<file path="config.mk">
export PLATFORM = sky130hd
export DESIGN_NAME = seq_shift_add_multiplier
export DESIGN_NICKNAME = d
export VERILOG_FILES = /design/src/rtl/seq_shift_add_multiplier.sv
export SDC_FILE = /design/constraint.sdc
export NUM_CORES = 1
export LEC_CHECK = 0
export CAP_MARGIN = 20
export CORE_ASPECT_RATIO = 0.7
export CORE_UTILIZATION = 52
export CTS_CLUSTER_DIAMETER = 150
export CTS_CLUSTER_SIZE = 24
export DETAILED_ROUTE_END_ITERATION = 16
export PLACE_DENSITY = 0.78
export SYNTH_ARGS = -nofsm -noshare
export SYNTH_HDL_FRONTEND = slang
export SYNTH_SLANG_ARGS = --single-unit
</file>
<file path="constraint.sdc">
create_clock -name clk -period 2.64 [get_ports clk]
set_clock_uncertainty 0.2 [all_clocks]
set_input_delay 0.528 -clock clk [delete_from_list [all_inputs] [get_ports clk]]
set_output_delay 0.528 -clock clk [all_outputs]
set_load 0.02 [all_outputs]
</file>
<file path="src/rtl/seq_shift_add_multiplier.sv">
// seq_shift_add_multiplier: iterative radix-2 shift-add multiplier.
// A single (WIDTH+1)-bit adder is reused over WIDTH steps to form a 2*WIDTH-bit product.
// The operation is launched by start and reported by a one-cycle done pulse.
// The product register holds its value until the next operation completes.
// Optional build macro SEQ_MULT_SIGNED_EN: operands and product are two's complement.
// In that build the core multiplies magnitudes and the sign is applied on completion.
module seq_shift_add_multiplier #(
    parameter int WIDTH = 8
) (
    input  logic                 clk,
    input  logic                 rst,
    input  logic                 start,
    input  logic [WIDTH-1:0]     m,
    input  logic [WIDTH-1:0]     q,
    output logic                 busy,
    output logic                 done,
    output logic [2*WIDTH-1:0]   product
);

    localparam int CW = $clog2(WIDTH + 1);
    localparam int PW = 2 * WIDTH;
    localparam logic [CW-1:0] LAST_STEP = CW'(WIDTH - 1);

    typedef enum logic [1:0] {
        S_IDLE = 2'd0,
        S_RUN  = 2'd1,
        S_DONE = 2'd2
    } state_t;

    state_t             state_q, state_d;
    logic [WIDTH:0]     acc_q, acc_d;
    logic [WIDTH-1:0]   mcand_q, mcand_d;
    logic [WIDTH-1:0]   mplier_q, mplier_d;
    logic [CW-1:0]      count_q, count_d;
    logic [PW-1:0]      product_q, product_d;
    logic               busy_q, busy_d;
    logic               done_q, done_d;
    logic [WIDTH:0]     sum_s;
    logic [PW-1:0]      mag_s;
`ifdef SEQ_MULT_SIGNED_EN
    logic               sign_q, sign_d;

    // Absolute value of a two's-complement operand. Reading the WIDTH-bit negation
    // as unsigned gives the true magnitude even for -2^(WIDTH-1).
    function automatic logic [WIDTH-1:0] abs_fn(input logic [WIDTH-1:0] v);
        logic [WIDTH-1:0] r;
        if (v[WIDTH-1]) begin
            r = ~v + WIDTH'(1);
        end else begin
            r = v;
        end
        return r;
    endfunction
`endif

    // Datapath step and next-state logic for the start/run/done sequence
    always_comb begin
        state_d   = state_q;
        acc_d     = acc_q;
        mcand_d   = mcand_q;
        mplier_d  = mplier_q;
        count_d   = count_q;
        product_d = product_q;
`ifdef SEQ_MULT_SIGNED_EN
        sign_d    = sign_q;
`endif
        // Conditional add of the multiplicand, then {sum, mplier} shifted right one bit.
        sum_s = acc_q + ({1'b0, mcand_q} & {(WIDTH + 1){mplier_q[0]}});
        mag_s = {sum_s, mplier_q[WIDTH-1:1]};

        case (state_q)
            S_IDLE, S_DONE: begin
                if (start) begin
`ifdef SEQ_MULT_SIGNED_EN
                    mcand_d  = abs_fn(m);
                    mplier_d = abs_fn(q);
                    sign_d   = m[WIDTH-1] ^ q[WIDTH-1];
`else
                    mcand_d  = m;
                    mplier_d = q;
`endif
                    acc_d    = {(WIDTH + 1){1'b0}};
                    count_d  = {CW{1'b0}};
                    state_d  = S_RUN;
                end else begin
                    state_d  = S_IDLE;
                end
            end
            S_RUN: begin
                acc_d    = {1'b0, sum_s[WIDTH:1]};
                mplier_d = {sum_s[0], mplier_q[WIDTH-1:1]};
                count_d  = count_q + CW'(1);
                if (count_q == LAST_STEP) begin
`ifdef SEQ_MULT_SIGNED_EN
                    if (sign_q && (mag_s != {PW{1'b0}})) begin
                        product_d = ~mag_s + PW'(1);
                    end else begin
                        product_d = mag_s;
                    end
`else
                    product_d = mag_s;
`endif
                    state_d   = S_DONE;
                end else begin
                    state_d   = S_RUN;
                end
            end
            default: begin
                state_d = S_IDLE;
            end
        endcase

        // Status outputs are registered, derived from the state being entered.
        busy_d = (state_d == S_RUN);
        done_d = (state_d == S_DONE);
    end

    // State, datapath and registered-output flops; reset aborts any operation
    always_ff @(posedge clk or posedge rst) begin
        if (rst) begin
            state_q   <= S_IDLE;
            acc_q     <= {(WIDTH + 1){1'b0}};
            mcand_q   <= {WIDTH{1'b0}};
            mplier_q  <= {WIDTH{1'b0}};
            count_q   <= {CW{1'b0}};
            product_q <= {PW{1'b0}};
            busy_q    <= 1'b0;
            done_q    <= 1'b0;
`ifdef SEQ_MULT_SIGNED_EN
            sign_q    <= 1'b0;
`endif
        end else begin
            state_q   <= state_d;
            acc_q     <= acc_d;
            mcand_q   <= mcand_d;
            mplier_q  <= mplier_d;
            count_q   <= count_d;
            product_q <= product_d;
            busy_q    <= busy_d;
            done_q    <= done_d;
`ifdef SEQ_MULT_SIGNED_EN
            sign_q    <= sign_d;
`endif
        end
    end

    assign busy    = busy_q;
    assign done    = done_q;
    assign product = product_q;

endmodule

</file>
# Word level (Yosys, flattened, before mapping)
# Cells that the tools add are included.
# op_classes
eq_ne,6
bitwise,1
mux,9
n_reduce_logical,6
n_addsub,2
# ops
cell,count
9-bit case mux with 2 select lines,1
8-bit case mux with 2 select lines,1
9-bit adder,1
8-bit by 9-bit bitwise AND with 9-bit output,1
9-bit two-way mux,1
8-bit two-way mux,1
4-bit case mux with 2 select lines,1
2-bit AND reduction,3
4-bit by 1-bit adder with 4-bit output (second input constant),1
2-bit by 1-bit equality test with 1-bit output (second input constant),2
2-bit equality test (second input constant),2
4-bit by 3-bit equality test with 1-bit output (second input constant),1
4-bit two-way mux,1
2-bit case mux with 2 select lines,1
2-bit zero test,1
2-bit two-way mux,1
2-bit != test (second input constant),1
2-bit nonzero test,1
2-bit OR reduction,1
1-bit two-way mux,1
# totals
ff_bits,49
in_bits,19
out_inout_bits,18

# Longest topological paths before layout
# Gate-level depths: netlist of run 1.
# logic_depth
depth_word,4
ltp_mapped,7
mapped_depth_nobuf,7

# Worst setup path before layout of run 1
# Ideal clock, no wire load.
# synth_timing
path_kind,reg2reg
startpoint,register mplier_q[0]
endpoint,"register product_q[13], in the netlist product[13]"
t_required_ns,2.375
t_arrival_ns,2.011
path_stages_with_launch,8
setup_slack_ns,0.364
path_cell_list,dfrtp_1 > and2_1 > ha_1 > fa_1 > a211oi_1 > o21ai_0 > a211oi_1 > mux2_2
# synth_via
elab_chain_len,2
# synth_lines
element,line_no,rtl
from (decl),33,"logic [WIDTH-1:0] mplier_q, mplier_d;"
from (signal assigned),124,mplier_q <= {WIDTH{1'b0}};
from (signal assigned),136,mplier_q <= mplier_d;
8-bit by 9-bit bitwise AND with 9-bit output,68,"sum_s = acc_q + ({1'b0, mcand_q} & {(WIDTH + 1){mplier_q[0]}});"
9-bit adder,68,
to (signal assigned),126,product_q <= {PW{1'b0}};
to (signal assigned),138,product_q <= product_d;
to (decl),35,"logic [PW-1:0] product_q, product_d;"
# No other way between the ends.
# A chain may end at the register's enable or synchronous reset.

# Final worst setup path of run 1
# Ends and elaborated chain as after synthesis.

==> out/metrics.yaml, run 1 <==
grt:
  overflow: 0
  antenna_found_initial: 0
  grt_pass1_wl_um: 7460
  grt_max_degree: 49
  grt_util_all_layers: 0.220
  grt_pass1_vias: 1584
synthesis:
  synth-seq-area-share: 0.540
  synth_flop_cell: "dfrtp_1"
  synth-edff-count: 0
  postSynthAreaPerCell_sq_um: 11.8
  synth_area_sq_um: 2220
  synth_warnings: 0
  syn_nets: 218
  ys_ff_latch: 48
  yosysUniqueCellTypes: 39
  syn_inst: 189
  synthArstFlopShare: 1.00
sta:
  min_period_over_period: 0.941
  setup_viol: 0
  maxSlewViolCount: 0
  tightest_slew_ns: 0.585
  slew-limit-headroom: 0.610
  grt_setup_unrepaired: "no"
  max_freq_mhz: 403
  finalHoldViolCount: 0
  period_minus_slack_ns: 2.48
  setup_slack_ns: 0.156
  fin_setup_tns_ns: 0
power_and_ir_drop:
  switching_power_mw: 1.28
  power.total_mw: 3.45
  ir_drop_uv: 663
  p_int_mw: 2.17
  switching_share: 0.372
  p_comb_frac: 0.480
  clkPwrFrac: 0.152
  seqPwrFrac: 0.368
  p_leak_nw: 1.28
  p_per_area_nw_per_um2: 1240
finish:
  design_area_sq_um: 2780
  final_cells: 284
  n_antenna_cell: 0
  final_nets: 260
  area_delta_synth_final_pct: 25.0
  layout_common_cells: "dfrtp_1, clkdlybuf4s50_1, nand2_1"
  drive_gt1_frac: 0.168
  final_common_cell: "dfrtp_1"
critical_path:
  crit_type: "reg -> reg"
  path_max_fanout: 9
  arrival_ns: 2.53
  crit_path_top_delay_cell: "dfrtp_1"
  slowest_delay_ns: 0.45
  critical_path_required_ns: 2.68
  cp_cell_sequence: "and2_1, ha_1, fa_1, a211oi_2, o21ai_0, a211oi_1, mux2_2"
  critPathBufInv: 0
  cp-start-kind: "flop"
  cp-end-kind: "flop"
  crit_family: "compound AO/OA/AOI/OAI gates"
placement:
  gp_congestion: 0.851
  dp_cells: 276
  io_buffers: 36
  place_area_sq_um: 2660
  place_ws_ns: 0.149
  dp_hpwl_um: 3320
job:
  drv_cap: 0
clocking:
  cts_buffer_depth: 2
  clockRootBuffer: "clkbuf_8"
  clock_latency_ns: 0.30
  post_cts_resized: 0
  cts.clk_slew.worst_paths_ns: 0.09
  cts_num_sinks: 48
  cts_max_level: 2
  post_cts_buffers: 0
  cts_tree: "built"
  cts_buffers: 5
  hold_buffers: 0
floorplan:
  die_area_sq_um: 4550
  start_util: 0.553
  rows: 19
  coreArea_sq_um: 4020
  die_h_um: 56.7
  die_width_um: 80.2
  pin_count: 37
min_path:
  hold_class: "reg -> reg"
routing:
  wl_um: 4430
  firstDrtPassIters: 4
  ant_nets: 0
  drtIter0Drc: 67
  viasPerCell: 5.55
  wire_per_inst_um: 15.6
  drc: 0
  num_vias: 1576
run_status:
  outcome: "completed"
[power groups by stage]
stage,combinational [mW],clock (mW),sequential [mW]
final,1.66,0.524,1.27
after global routing,1.81,0.567,1.32
after CTS,1.65,0.535,1.27
after detailed placement,1.64,0,1.29
after global placement,1.59,0,1.26
after floorplan,0.996,0,1.37
[worst reg2reg max path: cells and delay by family, from the launching register on]
family                     cells  cell delay, ns
adders and majority gates      2            0.66
AOI/OAI and AO/OA              3            0.76
DFF                            1            0.45
muxes                          1            0.21
and+or+nand+nor                1            0.17
[area by class of cell]
class	count	area [sq um]
sequential	48	1200
timing repair buffer	42	405
fill	289	1240
clock buffer	5	68.8
tap	52	65.1
inverter	3	11.3
clock inverter	3	42.5
multi-input combinational	131	985
[layer usage]
metal	vias to the layer above	wire [um]	GRT usage
met5	-	0	0
met4	0	31	0.0612
met3	4	241	0.0602
met2	37	2090	0.338
met1	771	2060	0.306
li1	764	-	-
[synth_stat cells (all sizes together) (3+ instances only)]
master / n / area share
a211oi: 3 / 0.010
a21o: 5 / 0.017
a21oi: 4 / 0.0090
a22o: 6 / 0.024
a22oi: 9 / 0.030
and2: 10 / 0.028
buf: 3 / 0.0068
clkbuf: 4 / 0.0073
dfrtp: 48 / 0.54
ha: 9 / 0.051
mux2: 21 / 0.11
nand2: 22 / 0.037
nand3b: 3 / 0.010
nor2: 5 / 0.0084
o21ai: 10 / 0.023
[sequential cells by signal, summed over array words and instances (netlist names)]
register and flops:
product 16, acc_q 8, mcand_q 8, mplier_q 8, count_q 4, state_q 2
busy 1, done 1
[path summary, 6_finish.rpt]
kind | slack, ns | end | cells after the start | startpoint
worst max-delay path | 0.16 | product[13] | 7 | mplier_q[0]
min in group asynchronous | 0.47 | mplier_q[1] | 3 | rst
max in group asynchronous | 1.36 | product[14] | 3 | rst
worst max register to register | 0.16 | product[13] | 7 | mplier_q[0]
worst min register to register | 0.30 | count_q[3] | 1 | count_q[3]
worst min-delay path | 0.30 | count_q[3] | 1 | count_q[3]
[metrics by stage]
stage                     hold slack, ns  utilization
final                              0.300        0.692
after global routing               0.321        0.692
after CTS                          0.309        0.690
after detailed placement           0.288        0.663
after global placement             0.278        0.663
after floorplan                    0.249            -
[cell families after synthesis]
kind of cell | after synthesis | share of synthesized area
AND/OR/NAND/NOR | 51 | 0.114
flip-flops | 48 | 0.540
AO/OA/AOI/OAI | 45 | 0.145
multiplexers | 22 | 0.111
buffers and inverters | 10 | 0.0191
adder cells (fa/ha/maj) | 10 | 0.0597
XOR/XNOR | 3 | 0.0118
(Power assumes the default switching activity.)
==> run 2: changes to the inputs <==
--- a/config.mk
+++ b/config.mk
@@ -7,11 +7,12 @@
 export LEC_CHECK = 0
 export CAP_MARGIN = 20
 export CORE_ASPECT_RATIO = 0.7
-export CORE_UTILIZATION = 52
+export CORE_UTILIZATION = 55
 export CTS_CLUSTER_DIAMETER = 150
 export CTS_CLUSTER_SIZE = 24
 export DETAILED_ROUTE_END_ITERATION = 16
-export PLACE_DENSITY = 0.78
+export DONT_BUFFER_PORTS = 1
+export PLACE_DENSITY = 0.7
 export SYNTH_ARGS = -nofsm -noshare
 export SYNTH_HDL_FRONTEND = slang
 export SYNTH_SLANG_ARGS = --single-unit
==> run 2 against run 1 <==
- non-clock buffer count down 35
- largest cell class unchanged
- critical endpoint unchanged
- setup slack better by 0.050 ns
- highest routed layer unchanged
- final area down 13%
==> out/metrics.yaml, run 2 (same netlist as run 1, synthesis figures left out) <==
sta:
  setup_viol: 0  # unchanged
  period_minus_slack_ns: 2.43  # was 2.48 ns
  whs_ns: 0.0495  # was 0.300 ns
  finalHoldViolCount: 0  # unchanged
  min_period_over_period: 0.922  # was 0.941
  fin_setup_tns_ns: 0  # unchanged
  maxSlewViolCount: 0  # unchanged
  max_freq_mhz: 411  # was 403 MHz
  tightest_slew_ns: 0.600  # was 0.585 ns
  grt_setup_unrepaired: "no"  # unchanged
  slew-limit-headroom: 0.600  # was 0.610
routing:
  ant_nets: 0  # unchanged
  drtIter0Drc: 72  # was 67
  wire_per_inst_um: 17.8  # was 15.6 um
  firstDrtPassIters: 4  # unchanged
  num_vias: 1466  # was 1576
  wl_um: 4400  # was 4430 um
  viasPerCell: 5.94  # was 5.55
  drc: 0  # unchanged
finish:
  final_nets: 225  # was 260
  drive_gt1_frac: 0.208  # was 0.168
  final_cells: 247  # was 284
  n_antenna_cell: 0  # unchanged
  design_area_sq_um: 2420  # was 2780 sq um
  area_delta_synth_final_pct: 9.00  # was 25.0%
  largest_register_ffs: 16  # unchanged
  final_common_cell: "dfrtp_1"  # unchanged
  layout_common_cells: "dfrtp_1, nand2_1, mux2_2"  # was dfrtp_1, clkdlybuf4s50_1, nand2_1
floorplan:
  start_util: 0.602  # was 0.553
  coreArea_sq_um: 3690  # was 4020 sq um
  pin_count: 37  # unchanged
  die_h_um: 55.2  # was 56.7 um
  die_width_um: 78.0  # was 80.2 um
  die_area_sq_um: 4300  # was 4550 sq um
  rows: 18  # was 19
clocking:
  clockRootBuffer: "clkbuf_8"  # unchanged
  cts_max_level: 2  # unchanged
  cts_buffers: 5  # unchanged
  cts.clk_slew.worst_paths_ns: 0.09  # about the same
  clock_latency_ns: 0.30  # about the same
  cts_tree: "built"  # unchanged
  cts_num_sinks: 48  # unchanged
  cts_buffer_depth: 2  # unchanged
critical_path:
  cp-end-kind: "flop"  # unchanged
  path_max_fanout: 9  # unchanged
  reg2reg_from: "mplier_q[0]"  # unchanged
  critical_path_required_ns: 2.69  # was 2.68 ns
  cp-start-kind: "flop"  # unchanged
  crit_type: "reg -> reg"  # unchanged
  crit_start: "mplier_q[0]"  # unchanged
  arrival_ns: 2.49  # was 2.53 ns
power_and_ir_drop:
  ir_drop_uv: 709  # was 663 uV
  p_per_area_nw_per_um2: 1340  # was 1240 nW/um^2
  p_leak_nw: 1.15  # was 1.28 nW
  power.total_mw: 3.24  # was 3.45 mW
grt:
  grt_pass1_wl_um: 6980  # was 7460 um
  grt_util_all_layers: 0.228  # was 0.220
  grt_max_degree: 49  # unchanged
  antenna_found_initial: 0  # unchanged
  use_met2: 0.338  # about the same
  grt_pass1_vias: 1372  # was 1584
  grt_use_met1: 0.320  # was 0.306
  met3_usage: 0.0590  # was 0.0602
  overflow: 0  # unchanged
  gr-max-usage-layer: "met2"  # unchanged
min_path:
  hold_class: "in -> async"  # was reg -> reg
job:
  drv_cap: 0  # unchanged
placement:
  dp_cells: 239  # was 276
  io_buffers: 0  # was 36
  dp_hpwl_um: 3170  # was 3320 um
  place_area_sq_um: 2310  # was 2660 sq um
  gp_congestion: 0.868  # was 0.851
run_status:
  outcome: "completed"  # unchanged
-- run 2: cell types whose count changed in the layout (fill, tap and decap cells not counted) --
cell             before  now
clkinv_1              2    1
clkdlybuf4s50_1      36    0
buf_4                 6    7
inv_2                 0    1
-- run 2: final cells by class --
class | instances | area [sq um]
flip-flops and latches | 48 | 1200
inverters | 3 | 11.3
clock inverters | 3 | 42.5
clock buffers | 5 | 68.8
repair buffers | 7 | 52.6
well taps | 50 | 62.6
fillers | 295 | 1270
multi-input cells | 131 | 985
-- run 2: metrics by stage --
step / setup slack [ns] / utilization
final: 0.205 / 0.656
after global routing: 0.0173 / 0.656
after CTS: 0.135 / 0.655
after detailed placement: 0.161 / 0.625
after global placement: 0.216 / 0.625
after floorplan: 0.364 / -
-- run 2: metal layers --
| metal | vias up | wire length [um] |
|---|---|---|
| met4 | 0 | 99 |
| met3 | 14 | 224 |
| met2 | 53 | 1940 |
| met5 | - | 0 |
| met1 | 706 | 2130 |
| li1 | 693 | - |
-- run 2: worst paths after layout --
path	endpoint	slack (ns)	cells after the start
worst max-delay path	product[13]	0.21	7
worst min-delay path	product[1]	0.05	2
worst max register to register	product[13]	0.21	7
worst min register to register	count_q[3]	0.31	1
max in group asynchronous	mcand_q[4]	1.78	2
min in group clk	mplier_q[6]	0.15	2
-- run 2: what timing repair did --
action                                  in CTS  in global routing
endpoints found under the setup margin       0                  2
buffers inserted                             0                  0
hold buffers                                 0                  0
gates resized for setup                      0                  1
-- run 2: critical path, cell delays in order, from the launching register on --
cell and delay (ns):
dfrtp_1 0.44, and2_1 0.16, ha_1 0.22, fa_1 0.44, a211oi_1 0.32, o21ai_0 0.20
a211oi_2 0.23, mux2_2 0.18
-- run 2: report_power, final --
group / leakage, nW / switching [mW] / internal [mW] / total, mW
combinational: 0.496 / 0.663 / 0.624 / 1.29
clock: 0.0541 / 0.251 / 0.280 / 0.531
sequential: 0.600 / 0.362 / 1.06 / 1.43
